[config.mk]
export PLATFORM = sky130hd
export DESIGN_NAME = cv32e40p_mult_tmr_ctrl
export DESIGN_NICKNAME = d
export VERILOG_FILES = /design/src/rtl/cv32e40p_mult_tmr_ctrl.sv
export SDC_FILE = /design/constraint.sdc
export NUM_CORES = 1
export LEC_CHECK = 0
export ABC_AREA = 1
export ABC_CLOCK_PERIOD_IN_PS = 3480
export CORE_ASPECT_RATIO = 1.4
export CORE_MARGIN = 2
export CORE_UTILIZATION = 50
export CTS_CLUSTER_SIZE = 10
export DETAILED_ROUTE_END_ITERATION = 16
export GPL_ROUTABILITY_DRIVEN = 0
export PLACE_DENSITY = 0.87
export SETUP_SLACK_MARGIN = 0.02
export SLEW_MARGIN = 20
export SYNTH_ARGS = -nofsm -noshare
export SYNTH_HDL_FRONTEND = slang
export SYNTH_SLANG_ARGS = --single-unit
export TNS_END_PERCENT = 50
[constraint.sdc]
create_clock -name clk -period 3.48 [get_ports clk]
set_input_delay 0.696 -clock clk [delete_from_list [all_inputs] [get_ports clk]]
set_output_delay 0.696 -clock clk [all_outputs]
set_load 0.02 [all_outputs]
[src/rtl/cv32e40p_mult_tmr_ctrl.sv]
// Replay/fatal controller for a triple-redundant multiplier: flushes and re-issues
// an operation whenever the voter flags disagreement, escalating to a latched error.
module cv32e40p_mult_tmr_ctrl #(
    parameter int unsigned MAX_RETRY = 2,
    parameter int unsigned CNT_WIDTH = 16
) (
    input  logic                 clk,
    input  logic                 rst,
    input  logic                 op_en_i,
    input  logic                 mult_ready_i,
    input  logic                 faulty_i,
    input  logic                 clear_i,
    input  logic                 cnt_clr_i,
    output logic                 mult_en_o,
    output logic                 ready_o,
    output logic                 replay_o,
    output logic                 fatal_o,
    output logic [2:0]           retry_cnt_o,
    output logic [CNT_WIDTH-1:0] fault_cnt_o
);

    typedef enum logic [1:0] {
        RUN   = 2'd0,
        FLUSH = 2'd1,
        ERROR = 2'd2
    } state_t;

    localparam logic [2:0]           MAX_RETRY_C = 3'(MAX_RETRY);
    localparam logic [CNT_WIDTH-1:0] CNT_MAX_C   = {CNT_WIDTH{1'b1}};

    state_t               state_r;
    state_t               state_nxt_s;
    logic [2:0]           retry_cnt_r;
    logic [2:0]           retry_nxt_s;
    logic [CNT_WIDTH-1:0] fault_cnt_r;
    logic                 fault_inc_s;

    // Next-state, retry bookkeeping and the two combinational handshake outputs.
    always_comb begin
        state_nxt_s = state_r;
        retry_nxt_s = retry_cnt_r;
        fault_inc_s = 1'b0;
        mult_en_o   = 1'b0;
        ready_o     = 1'b0;
        case (state_r)
            RUN: begin
                mult_en_o = op_en_i;
                ready_o   = op_en_i & mult_ready_i & ~faulty_i;
                if (!op_en_i) begin
                    retry_nxt_s = 3'd0;
                end else if (mult_ready_i) begin
                    // Only a voted completion is judged; faulty_i alone is noise.
                    if (faulty_i) begin
                        fault_inc_s = 1'b1;
                        if (retry_cnt_r < MAX_RETRY_C) begin
                            state_nxt_s = FLUSH;
                            retry_nxt_s = retry_cnt_r + 3'd1;
                        end else begin
                            state_nxt_s = ERROR;
                        end
                    end else begin
                        retry_nxt_s = 3'd0;
                    end
                end else begin
                    retry_nxt_s = retry_cnt_r;
                end
            end
            FLUSH: begin
                state_nxt_s = RUN;
            end
            ERROR: begin
                if (clear_i) begin
                    state_nxt_s = RUN;
                    retry_nxt_s = 3'd0;
                end else begin
                    state_nxt_s = ERROR;
                end
            end
            default: begin
                state_nxt_s = RUN;
                retry_nxt_s = 3'd0;
            end
        endcase
    end

    // State and retry counter registers.
    always_ff @(posedge clk or posedge rst) begin
        if (rst) begin
            state_r     <= RUN;
            retry_cnt_r <= 3'd0;
        end else begin
            state_r     <= state_nxt_s;
            retry_cnt_r <= retry_nxt_s;
        end
    end

    // Saturating fault counter; a clear always beats a coincident increment.
    always_ff @(posedge clk or posedge rst) begin
        if (rst) begin
            fault_cnt_r <= '0;
        end else if (cnt_clr_i) begin
            fault_cnt_r <= '0;
        end else if (fault_inc_s && (fault_cnt_r != CNT_MAX_C)) begin
            fault_cnt_r <= fault_cnt_r + {{(CNT_WIDTH-1){1'b0}}, 1'b1};
        end else begin
            fault_cnt_r <= fault_cnt_r;
        end
    end

    // Decoded from state so reset removes them immediately.
    assign replay_o    = (state_r == FLUSH);
    assign fatal_o     = (state_r == ERROR);
    assign retry_cnt_o = retry_cnt_r;
    assign fault_cnt_o = fault_cnt_r;

endmodule

==> flow_metrics.tcl, run 1 <==
set metrics [dict create \
    ys_top_cells_by_area "dfrtp_1, nand2_1, inv_1, nand3_1, nor2_1" \
    clk_pin_slew_ns 0.12 \
    async_reset_ff_share_pct 100 \
    hold_path_end "retry_cnt_o[0]" \
    cts_tree "yes" \
    timing.critical_path.required_ns 2.78 \
    synth_area_leader_cell "dfrtp_1" \
    power-per-cell-area_nw_per_um2 251 \
    cts_htree_levels 1 \
    fin_setup_tns_ns 0 \
    place.detailed.instances 261 \
    crit-reg2reg-launch "fault_cnt_o[1]" \
    clock-sinks 21 \
    num_antenna_cells 0 \
    dieHeight_um 65.4 \
    syn_area_um2 1350 \
    yosys_register_bits 21 \
    gr-usage-all-layers_pct 22.1 \
    critical_path_arrival_ns 2.12 \
    dp_slack_ns 0.663 \
    timing.final.setup_violations 0 \
    grt_antenna_before_repair 0 \
    timing.final.crit_period_ns 2.81 \
    largest_fanout_on_the_critical_path 2 \
    cpMostUsedCell "clkdlybuf4s50_1" \
    total_of_buffers_placed_on_input_and_output_ports 29 \
    synth_enable_flop_cells 0 \
    critPathMaxStageDelay_ns 0.65 \
    worstPathBufferInverterCount 3 \
    floorplan.core_area_um2 2590 \
    synth.top_cells.by_count "nand2_1, inv_1, nor2_1, dfrtp_1, nand3_1" \
    min_from "retry_cnt_o[0]" \
    number_of_buffers_inserted_to_repair_setup_after_cts 0 \
    slew-limit-headroom_pct 47.1 \
    worst_hold_path_type "flop to flop" \
    avgRoutedWirePerCell_um 11.5 \
    vias_per_cell 4.95 \
    timing.max_cap.violations 0 \
    grt_pass1_vias 1228 \
    final_antenna_net_count 0 \
    critPathKind "input port to primary output" \
    reg2reg_to "fault_cnt_o[11]" \
    cts_resized 0 \
    clock_insertion_delay_worst_skew_ns 0.32 \
    yosys_most_used_dff "dfrtp_1" \
    post_route_cells_drive_above_1_share_pct 4.80 \
    initial_core_util_pct 52.0 \
    finish.net_count 239 \
    ff2ff_setup_slack_ns 1.76 \
    syn-mean-instance-area_um2 6.77 \
    synth.yosys.seq_area_share_pct 39.0 \
    detailedRoute.firstIterationViolations 41 \
    critical_path.endpoint_type "primary output" \
    wirelength_um 3040 \
    rsz0062_at_grt "no" \
    area.growth.synth_to_final_pct 25.5 \
    worst-r2r-cell-count 9 \
    yosysTopAreaCellShare_pct 39.0 \
    yosys_warnings 0 \
    crit_chain "clkdlybuf4s50_1 > inv_1 > nor4_1 > clkdlybuf4s50_1" \
    postSynthCellCount 199 \
    fin_worst_skew_ns 0.00245 \
    max_slew.worst_pin.slew_ns 0.793 \
    vdd_drop_max_v 0.000198 \
    stdcell_count 265 \
    detailroute.via_count 1311 \
    io-pin-count 30 \
    whs_ns 0.531 \
    fmax_mhz 355 \
    post-synth-top-count-cell "nand2_1" \
    cts_hold_repair.buffers 0 \
    route.detailed.drc 0 \
    status "complete, no violations" \
    root_buffer "clkbuf_4" \
    sequential_cell_area_um2 526 \
    final.period_utilization_pct 80.9 \
    layout_setup_ws_ns 0.666 \
    final_max_slew_viol_count 0 \
    power.leakage_uw 0.000841 \
    hpwlAfterDp_um 2310 \
    min_path_cells 1 \
    largest_net_degree_at_the_start_of_global_routing 22 \
    cp-start-kind "input port" \
    grt_overflow 0 \
    synth_cell_type_count 19 \
    cts-root-to-sink-buffers 2 \
    critPathSlowestCell "clkdlybuf4s50_1" \
    multi_input_comb_area_um2 688 \
    die_area_um2 3130 \
    fillerInstances 255 \
    number_of_cell_rows 22 \
    final_hold_viol_count 0 \
    cp_top_family "buffers and inverters" \
    mappedNetlistNets 208 \
    grt_first_pass_wirelength_um 4960 \
    cts_made_buffers 3 \
    detailedRoute.firstPassIterationCount 4 \
    die-width_um 47.9 \
]
stage by stage:
| step | power, uW | util (%) | cell area [um2] |
|---|---|---|---|
| 2_1_floorplan | 285 | - | 1350 |
| 3_3_place_gp | 306 | 64.2 | 1660 |
| 3_5_place_dp | 307 | 64.2 | 1660 |
| 4_1_cts | 429 | 65.3 | 1690 |
| 5_1_grt | 444 | 65.3 | 1690 |
| 6_report | 424 | 65.3 | 1690 |
layer usage:
| metal | GRT usage (%) | wire length (um) | vias up |
|---|---|---|---|
| li1 | - | - | 680 |
| met1 | 24.5 | 1200 | 592 |
| met2 | 38.8 | 1630 | 32 |
| met3 | 1.65 | 124 | 7 |
| met4 | 12.2 | 82 | 0 |
| met5 | 0 | 0 | - |
flip-flops by register name, summed over array words and instances (netlist names):
register,count
retry_cnt_o,3
fault_cnt_o,16
state_r,2
layout by cell type, fill, tap and decap left out, types with 5 or more instances in the layout:
master	instances
inv_1	30
nand2_1	69
nand3_1	19
nand4_1	8
nor2_4	5
o21ai_0	8
nor2_1	25
clkdlybuf4s50_1	29
dfrtp_1	21
kinds of logic after synthesis:
group	Yosys count	share of synthesized area (%)
DFF	21	39.0
AOI/OAI and AO/OA	10	3.72
buffers and inverters	33	9.85
and+or+nand+nor	129	42.9
xor gates and xnor gates	4	2.60
adders and majority gates	2	1.86
worst max path at each step:
stage / start / endpoint / cells past startpoint
floorplan: op_en_i / ready_o / 2
global placement: op_en_i / ready_o / 4
detailed placement: op_en_i / ready_o / 4
CTS: op_en_i / ready_o / 4
global route: op_en_i / ready_o / 4
finish: op_en_i / ready_o / 4
cell type report:
class                           instances  share of cell area, %
Timing Repair Buffer                   29                   17.2
Tap cell                               36                   2.67
Multi-Input combinational cell        145                   40.7
Clock buffer                            3                   1.33
Inverter                               30                   6.67
Sequential cell                        21                   31.1
Clock inverter                          1                  0.296
power by group:
part / internal, uW / switching, uW
sequential: 247 / 3.18
combinational: 19.5 / 31.8
clock: 43.1 / 79.8
total: 310 / 115
Note: power is estimated with default switching activity, not from simulation.
==> run 2, diff against run 1 <==
--- a/config.mk
+++ b/config.mk
@@ -6,14 +6,14 @@
 export NUM_CORES = 1
 export LEC_CHECK = 0
 export ABC_AREA = 1
-export ABC_CLOCK_PERIOD_IN_PS = 3480
+export ABC_CLOCK_PERIOD_IN_PS = 2440
 export CORE_ASPECT_RATIO = 1.4
 export CORE_MARGIN = 2
-export CORE_UTILIZATION = 50
+export CORE_UTILIZATION = 45
 export CTS_CLUSTER_SIZE = 10
 export DETAILED_ROUTE_END_ITERATION = 16
 export GPL_ROUTABILITY_DRIVEN = 0
-export PLACE_DENSITY = 0.87
+export PLACE_DENSITY = 0.83
 export SETUP_SLACK_MARGIN = 0.02
 export SLEW_MARGIN = 20
 export SYNTH_ARGS = -nofsm -noshare
==> constraint.sdc (replaced) <==
create_clock -name clk -period 2.44 [get_ports clk]
set_input_delay 0.488 -clock clk [delete_from_list [all_inputs] [get_ports clk]]
set_output_delay 0.488 -clock clk [all_outputs]
set_load 0.02 [all_outputs]
==> run 2 against run 1 <==
Effect of this change: sequential power up 43%; routed wire length decreased by 3.1%; clock power up 85%; register-to-register slack worse by 1.1 ns; highest routed layer unchanged.
==> flow_metrics.tcl, run 2 (synthesized netlist as in run 1, its figures left out) <==
set metrics [dict create \
    status "complete, no violations" \
    final_antenna_net_count 0 \
    critPathKind "input port to primary output" \
    clk_pin_slew_ns 0.07 \
    die-width_um 50.2 \
    total_of_buffers_placed_on_input_and_output_ports 29 \
    dieHeight_um 68.7 \
    timing.final.crit_period_ns 2.29 \
    place.detailed.instances 263 \
    vias_per_cell 4.94 \
    cts_tree "yes" \
    grt_pass1_vias 1175 \
    area.growth.synth_to_final_pct 27.6 \
    avgRoutedWirePerCell_um 11.0 \
    critPathSlowestCell "clkdlybuf4s50_1" \
    largest_register_ff_count 16 \
    timing.max_cap.violations 0 \
    power.leakage_uw 0.000868 \
    die_area_um2 3450 \
    clock-sinks 21 \
    power-per-cell-area_nw_per_um2 383 \
    worst_hold_path_type "flop to flop" \
    gr-usage-all-layers_pct 19.4 \
    vdd_drop_max_v 0.000365 \
    wirelength_um 2940 \
    cts_made_buffers 3 \
    cp_top_family "buffers and inverters" \
    detailedRoute.firstPassIterationCount 5 \
    detailed_place.area_um2 1670 \
    cts_htree_levels 1 \
    fin_setup_tns_ns 0 \
    clock_insertion_delay_worst_skew_ns 0.26 \
    fin_worst_skew_ns 0.00384 \
    io-pin-count 30 \
    layout.cell_area.non_filler_um2 1720 \
    timing.critical_path.required_ns 1.95 \
    post_route_cells_drive_above_1_share_pct 4.78 \
    cts_hold_repair.buffers 0 \
    stdcell_count 267 \
    fmax_mhz 436 \
    timing.final.setup_violations 0 \
    cts-root-to-sink-buffers 2 \
    max_slew.worst_pin.slew_ns 0.451 \
    grt_antenna_before_repair 0 \
    grt_overflow 0 \
    rsz0062_at_grt "no" \
    layout_common_cells "nand2_1, inv_1, clkdlybuf4s50_1" \
    detailedRoute.firstIterationViolations 25 \
    final_hold_viol_count 0 \
    root_buffer "clkbuf_8" \
    final.period_utilization_pct 94.0 \
    final_max_slew_viol_count 0 \
    worstPathBufferInverterCount 3 \
    route.detailed.drc 0 \
    most_common_cell_after_layout_fill_and_taps_aside "nand2_1" \
    initial_core_util_pct 47.3 \
    largest_fanout_on_the_critical_path 3 \
    finish.net_count 240 \
    hpwlAfterDp_um 2210 \
    floorplan.core_area_um2 2850 \
    slew-limit-headroom_pct 69.9 \
    cpMostUsedCell "clkdlybuf4s50_1" \
    number_of_cell_rows 23 \
    detailroute.via_count 1319 \
    num_antenna_cells 0 \
    critical_path.endpoint_type "primary output" \
    critPathMaxStageDelay_ns 0.63 \
    grt_first_pass_wirelength_um 5010 \
    crit_chain "clkdlybuf4s50_1 > inv_1 > nor2_1 > clkdlybuf4s50_1" \
    largest_net_degree_at_the_start_of_global_routing 22 \
    critical_path_arrival_ns 1.81 \
    cp-start-kind "input port" \
    final_core_util_pct 60.3 \
]
run 2: changes by cell type in the layout (fill, tap and decap cells not counted), sizes merged:
| cell | change |
|---|---|
| buf | +1 |
| clkbuf | +1 |
| clkdlybuf4s50 | -1 |
| clkinv | -1 |
| dlymetal6s2s | +1 |
run 2: routing by layer:
layer / global-route usage, % / vias to the layer above / part of all wire (%)
met3: 3.02 / 5 / 4.0
li1: - / 683 / -
met2: 33.2 / 30 / 50
met1: 22.6 / 601 / 44
met5: 0 / - / 0
met4: 12.2 / 0 / 2.2
run 2: worst paths after layout:
path | start | endpoint | slack (ns) | cells past startpoint
setup / recovery | op_en_i | mult_en_o | 0.15 | 4
hold / removal | retry_cnt_o[0] | retry_cnt_o[0] | 0.53 | 1
setup reg to reg | fault_cnt_o[1] | fault_cnt_o[5] | 0.71 | 9
hold reg to reg | retry_cnt_o[0] | retry_cnt_o[0] | 0.53 | 1
max in group asynchronous | rst | state_r[0] | 1.67 | 3
min in group asynchronous | rst | retry_cnt_o[0] | 0.55 | 3
run 2: cell type report:
cell class                      instances  area (um2)
Inverter                               30         113
Clock buffer                            4        45.0
Timing Repair Buffer                   30         300
Fill cell                             270        1130
Tap cell                               37        46.3
Sequential cell                        21         526
Multi-Input combinational cell        145         688
run 2: what timing repair did:
| item | CTS | global route |
|---|---|---|
| buffers inserted | 0 | 0 |
| setup endpoints to repair | 0 | 1 |
| resized for setup | 0 | 1 |
run 2: through the flow:
stage / power, uW / setup slack, ns / hold slack, ns
finish: 657 / 0.146 / 0.526
global route: 684 / 0.0678 / 0.598
CTS: 666 / 0.0346 / 0.534
detailed placement: 438 / 0.0355 / 0.524
global placement: 438 / 0.0595 / 0.515
floorplan: 406 / 0.722 / 0.465
run 2: worst reg2reg max path: stages (launching register included):
cell	delay [ns]
dfrtp_1	0.41
ha_1	0.24
nand2_2	0.10
nor2_4	0.20
nand2_4	0.10
nor2_4	0.13
nor2_4	0.09
nor2_4	0.26
nand2_1	0.09
nand2_1	0.06
run 2: report_power, final:
part	total [uW]	internal (uW)	switching, uW
clock network	227	117	111
logic	73.6	28.7	44.9
registers	357	352	4.33
total	657	498	160
==> run 3, diff against run 2 <==
--- a/config.mk
+++ b/config.mk
@@ -5,16 +5,14 @@
 export SDC_FILE = /design/constraint.sdc
 export NUM_CORES = 1
 export LEC_CHECK = 0
-export ABC_AREA = 1
 export ABC_CLOCK_PERIOD_IN_PS = 2440
 export CORE_ASPECT_RATIO = 1.4
 export CORE_MARGIN = 2
-export CORE_UTILIZATION = 45
+export CORE_UTILIZATION = 44
 export CTS_CLUSTER_SIZE = 10
 export DETAILED_ROUTE_END_ITERATION = 16
 export GPL_ROUTABILITY_DRIVEN = 0
 export PLACE_DENSITY = 0.83
-export SETUP_SLACK_MARGIN = 0.02
 export SLEW_MARGIN = 20
 export SYNTH_ARGS = -nofsm -noshare
 export SYNTH_HDL_FRONTEND = slang
==> run 3 against run 2 <==
Effect of this change: worst hold slack improved by 0.021 ns; count of clock-buffer cells in the layout fell by 1; critical path depth rose by 2; fmax fell by 3.4%; clock power rose by 3%.
==> flow_metrics.tcl, run 3 <==
set metrics [dict create \
    power.leakage_uw 0.000713 \
    slew-limit-headroom_pct 54.4 \
    wirelength_um 3380 \
    clock-sinks 21 \
    vias_per_cell 5.93 \
    dieHeight_um 67.5 \
    die-width_um 49.3 \
    cts-root-to-sink-buffers 2 \
    grt_antenna_before_repair 0 \
    root_buffer "clkbuf_8" \
    final_max_slew_viol_count 0 \
    detailedRoute.firstIterationViolations 56 \
    power-per-cell-area_nw_per_um2 407 \
    grt_first_pass_wirelength_um 5670 \
    avgRoutedWirePerCell_um 15.9 \
    syn_area_um2 1270 \
    gr-usage-all-layers_pct 22.4 \
    cts_tree "yes" \
    number_of_cell_rows 23 \
    total_of_buffers_placed_on_input_and_output_ports 29 \
    initial_core_util_pct 45.4 \
    critical_path.endpoint_type "flop" \
    area.growth.synth_to_final_pct 36.3 \
    critPathSlowestCell "or4_1" \
    critPathKind "input port to flop" \
    synth_cell_type_count 35 \
    post_route_cells_drive_above_1_share_pct 14.8 \
    finish.net_count 186 \
    largest_fanout_on_the_critical_path 6 \
    fmax_mhz 421 \
    fillerInstances 238 \
    final.period_utilization_pct 97.4 \
    fin_worst_skew_ns 0.00597 \
    syn-mean-instance-area_um2 9.38 \
    most_common_cell_after_layout_fill_and_taps_aside "clkdlybuf4s50_1" \
    sequential_cell_area_um2 526 \
    max_slew.worst_pin.slew_ns 0.676 \
    status "complete, no violations" \
    fin_setup_tns_ns 0 \
    async_reset_ff_share_pct 100 \
    synth.top_cells.by_count "dfrtp_1, nor2_1, nand2_1, nor2b_1, nand4_1" \
    synth_area_leader_cell "dfrtp_1" \
    die_area_um2 3330 \
    final_antenna_net_count 0 \
    cts_htree_levels 1 \
    layout_common_cells "clkdlybuf4s50_1, dfrtp_1, nor2_1" \
    postSynthCellCount 135 \
    route.detailed.drc 0 \
    worst_hold_path_type "input port to asynchronous set/reset pin" \
    yosys_most_used_dff "dfrtp_1" \
    hpwlAfterDp_um 2560 \
    yosys_warnings 0 \
    num_antenna_cells 0 \
    rsz0062_at_grt "no" \
    largest_net_degree_at_the_start_of_global_routing 22 \
    grt_overflow 0 \
    cts_resized 2 \
    synth.yosys.seq_area_share_pct 41.5 \
    final_hold_viol_count 0 \
    clk_pin_slew_ns 0.08 \
    vdd_drop_max_v 0.000423 \
    timing.final.setup_violations 0 \
    timing.max_cap.violations 0 \
    number_of_buffers_inserted_to_repair_setup_after_cts 0 \
    crit_chain "clkdlybuf4s50_1 > buf_4 > nand4bb_4 > or4_1 > nor4_1 > mux2_1" \
    detailroute.via_count 1263 \
    timing.final.crit_period_ns 2.38 \
    ys_top_cells_by_area "dfrtp_1, mux2_2, nor2b_1, nand4_1, nor2_1" \
    timing.critical_path.required_ns 2.59 \
    cts_made_buffers 3 \
    grt_pass1_vias 1273 \
    io-pin-count 30 \
    mappedNetlistNets 144 \
    clock_insertion_delay_worst_skew_ns 0.27 \
    largest_register_ff_count 16 \
    cp-start-kind "input port" \
    critical_path_arrival_ns 2.53 \
    critPathMaxStageDelay_ns 0.59 \
    final_core_util_pct 61.8 \
    detailedRoute.firstPassIterationCount 4 \
    floorplan.core_area_um2 2790 \
    post-synth-top-count-cell "dfrtp_1" \
    cts_hold_repair.buffers 0 \
    synth_enable_flop_cells 0 \
    multi_input_comb_area_um2 707 \
    yosysTopAreaCellShare_pct 41.5 \
    yosys_register_bits 21 \
]
-- run 3: cell types whose count changed after synthesis, sizes merged, moves of 9 or more --
cell   change
inv       -23
nor2b      +9
nand2     -61
nor2      -17
mux2       +9
nand3     -16
-- run 3: power by group --
part,internal [uW],total [uW],switching [uW]
clock network,114,234,120
logic,52.6,105,52.3
registers,354,364,10.1
-- run 3: critical path: cells and delay by family --
family / cells / cell delay [ns]
simple gates: 3 / 1.05
buf+inv: 2 / 0.61
mux: 1 / 0.37
-- run 3: area by class of cell --
class,instances,share of cell area [%]
multi-input cells,104,41.0
flip-flops and latches,21,30.5
repair buffers,40,21.7
well taps,37,2.68
clock buffers,3,2.39
inverters,7,1.52
clock inverters,1,0.290
-- run 3: worst paths after layout --
kind	start	end	slack [ns]	cells after the start
worst max-delay path	op_en_i	fault_cnt_o[13]	0.06	6
worst min-delay path	rst	fault_cnt_o[7]	0.55	3
worst max register to register	fault_cnt_o[0]	fault_cnt_o[13]	0.28	5
worst min register to register	retry_cnt_o[0]	retry_cnt_o[0]	0.57	1
max in group asynchronous	rst	fault_cnt_o[12]	1.66	3
min in group clk	retry_cnt_o[0]	retry_cnt_o[0]	0.57	1
-- run 3: kinds of logic (layout without fill, tap and decap cells) --
kind of cell / count (synthesis) / after routing / synth area share [%]
AO/OA/AOI/OAI: 23 / 23 / 12.0
adder cells (fa/ha/maj): 2 / 2 / 1.98
buffers and inverters: 10 / 51 / 3.06
flip-flops: 21 / 21 / 41.5
multiplexers: 10 / 10 / 8.79
AND/OR/NAND/NOR: 69 / 69 / 32.7
-- run 3: routing by layer --
metal  wire, um  share of wire, %  GRT usage, %  vias to the layer above
met3        199               5.9          3.32                       13
met1       1160                34          22.0                      603
li1           -                 -             -                      594
met4        106               3.1          11.1                        0
met5          0                 0             0                        -
met2       1920                57          45.3                       53
-- run 3: through the flow --
| step | cells | cell area, um2 | hold WS, ns | setup slack [ns] | total power [uW] |
|---|---|---|---|---|---|
| final | 213 | 1730 | 0.546 | 0.0637 | 703 |
| after global routing | 213 | 1730 | 0.587 | 0.0212 | 733 |
| after CTS | 213 | 1720 | 0.557 | 0.0409 | 710 |
| after detailed placement | 209 | 1670 | 0.558 | -0.212 | 476 |
| after global placement | 209 | 1670 | 0.554 | -0.0734 | 473 |
| after floorplan | 135 | 1270 | 0.465 | 0.294 | 419 |
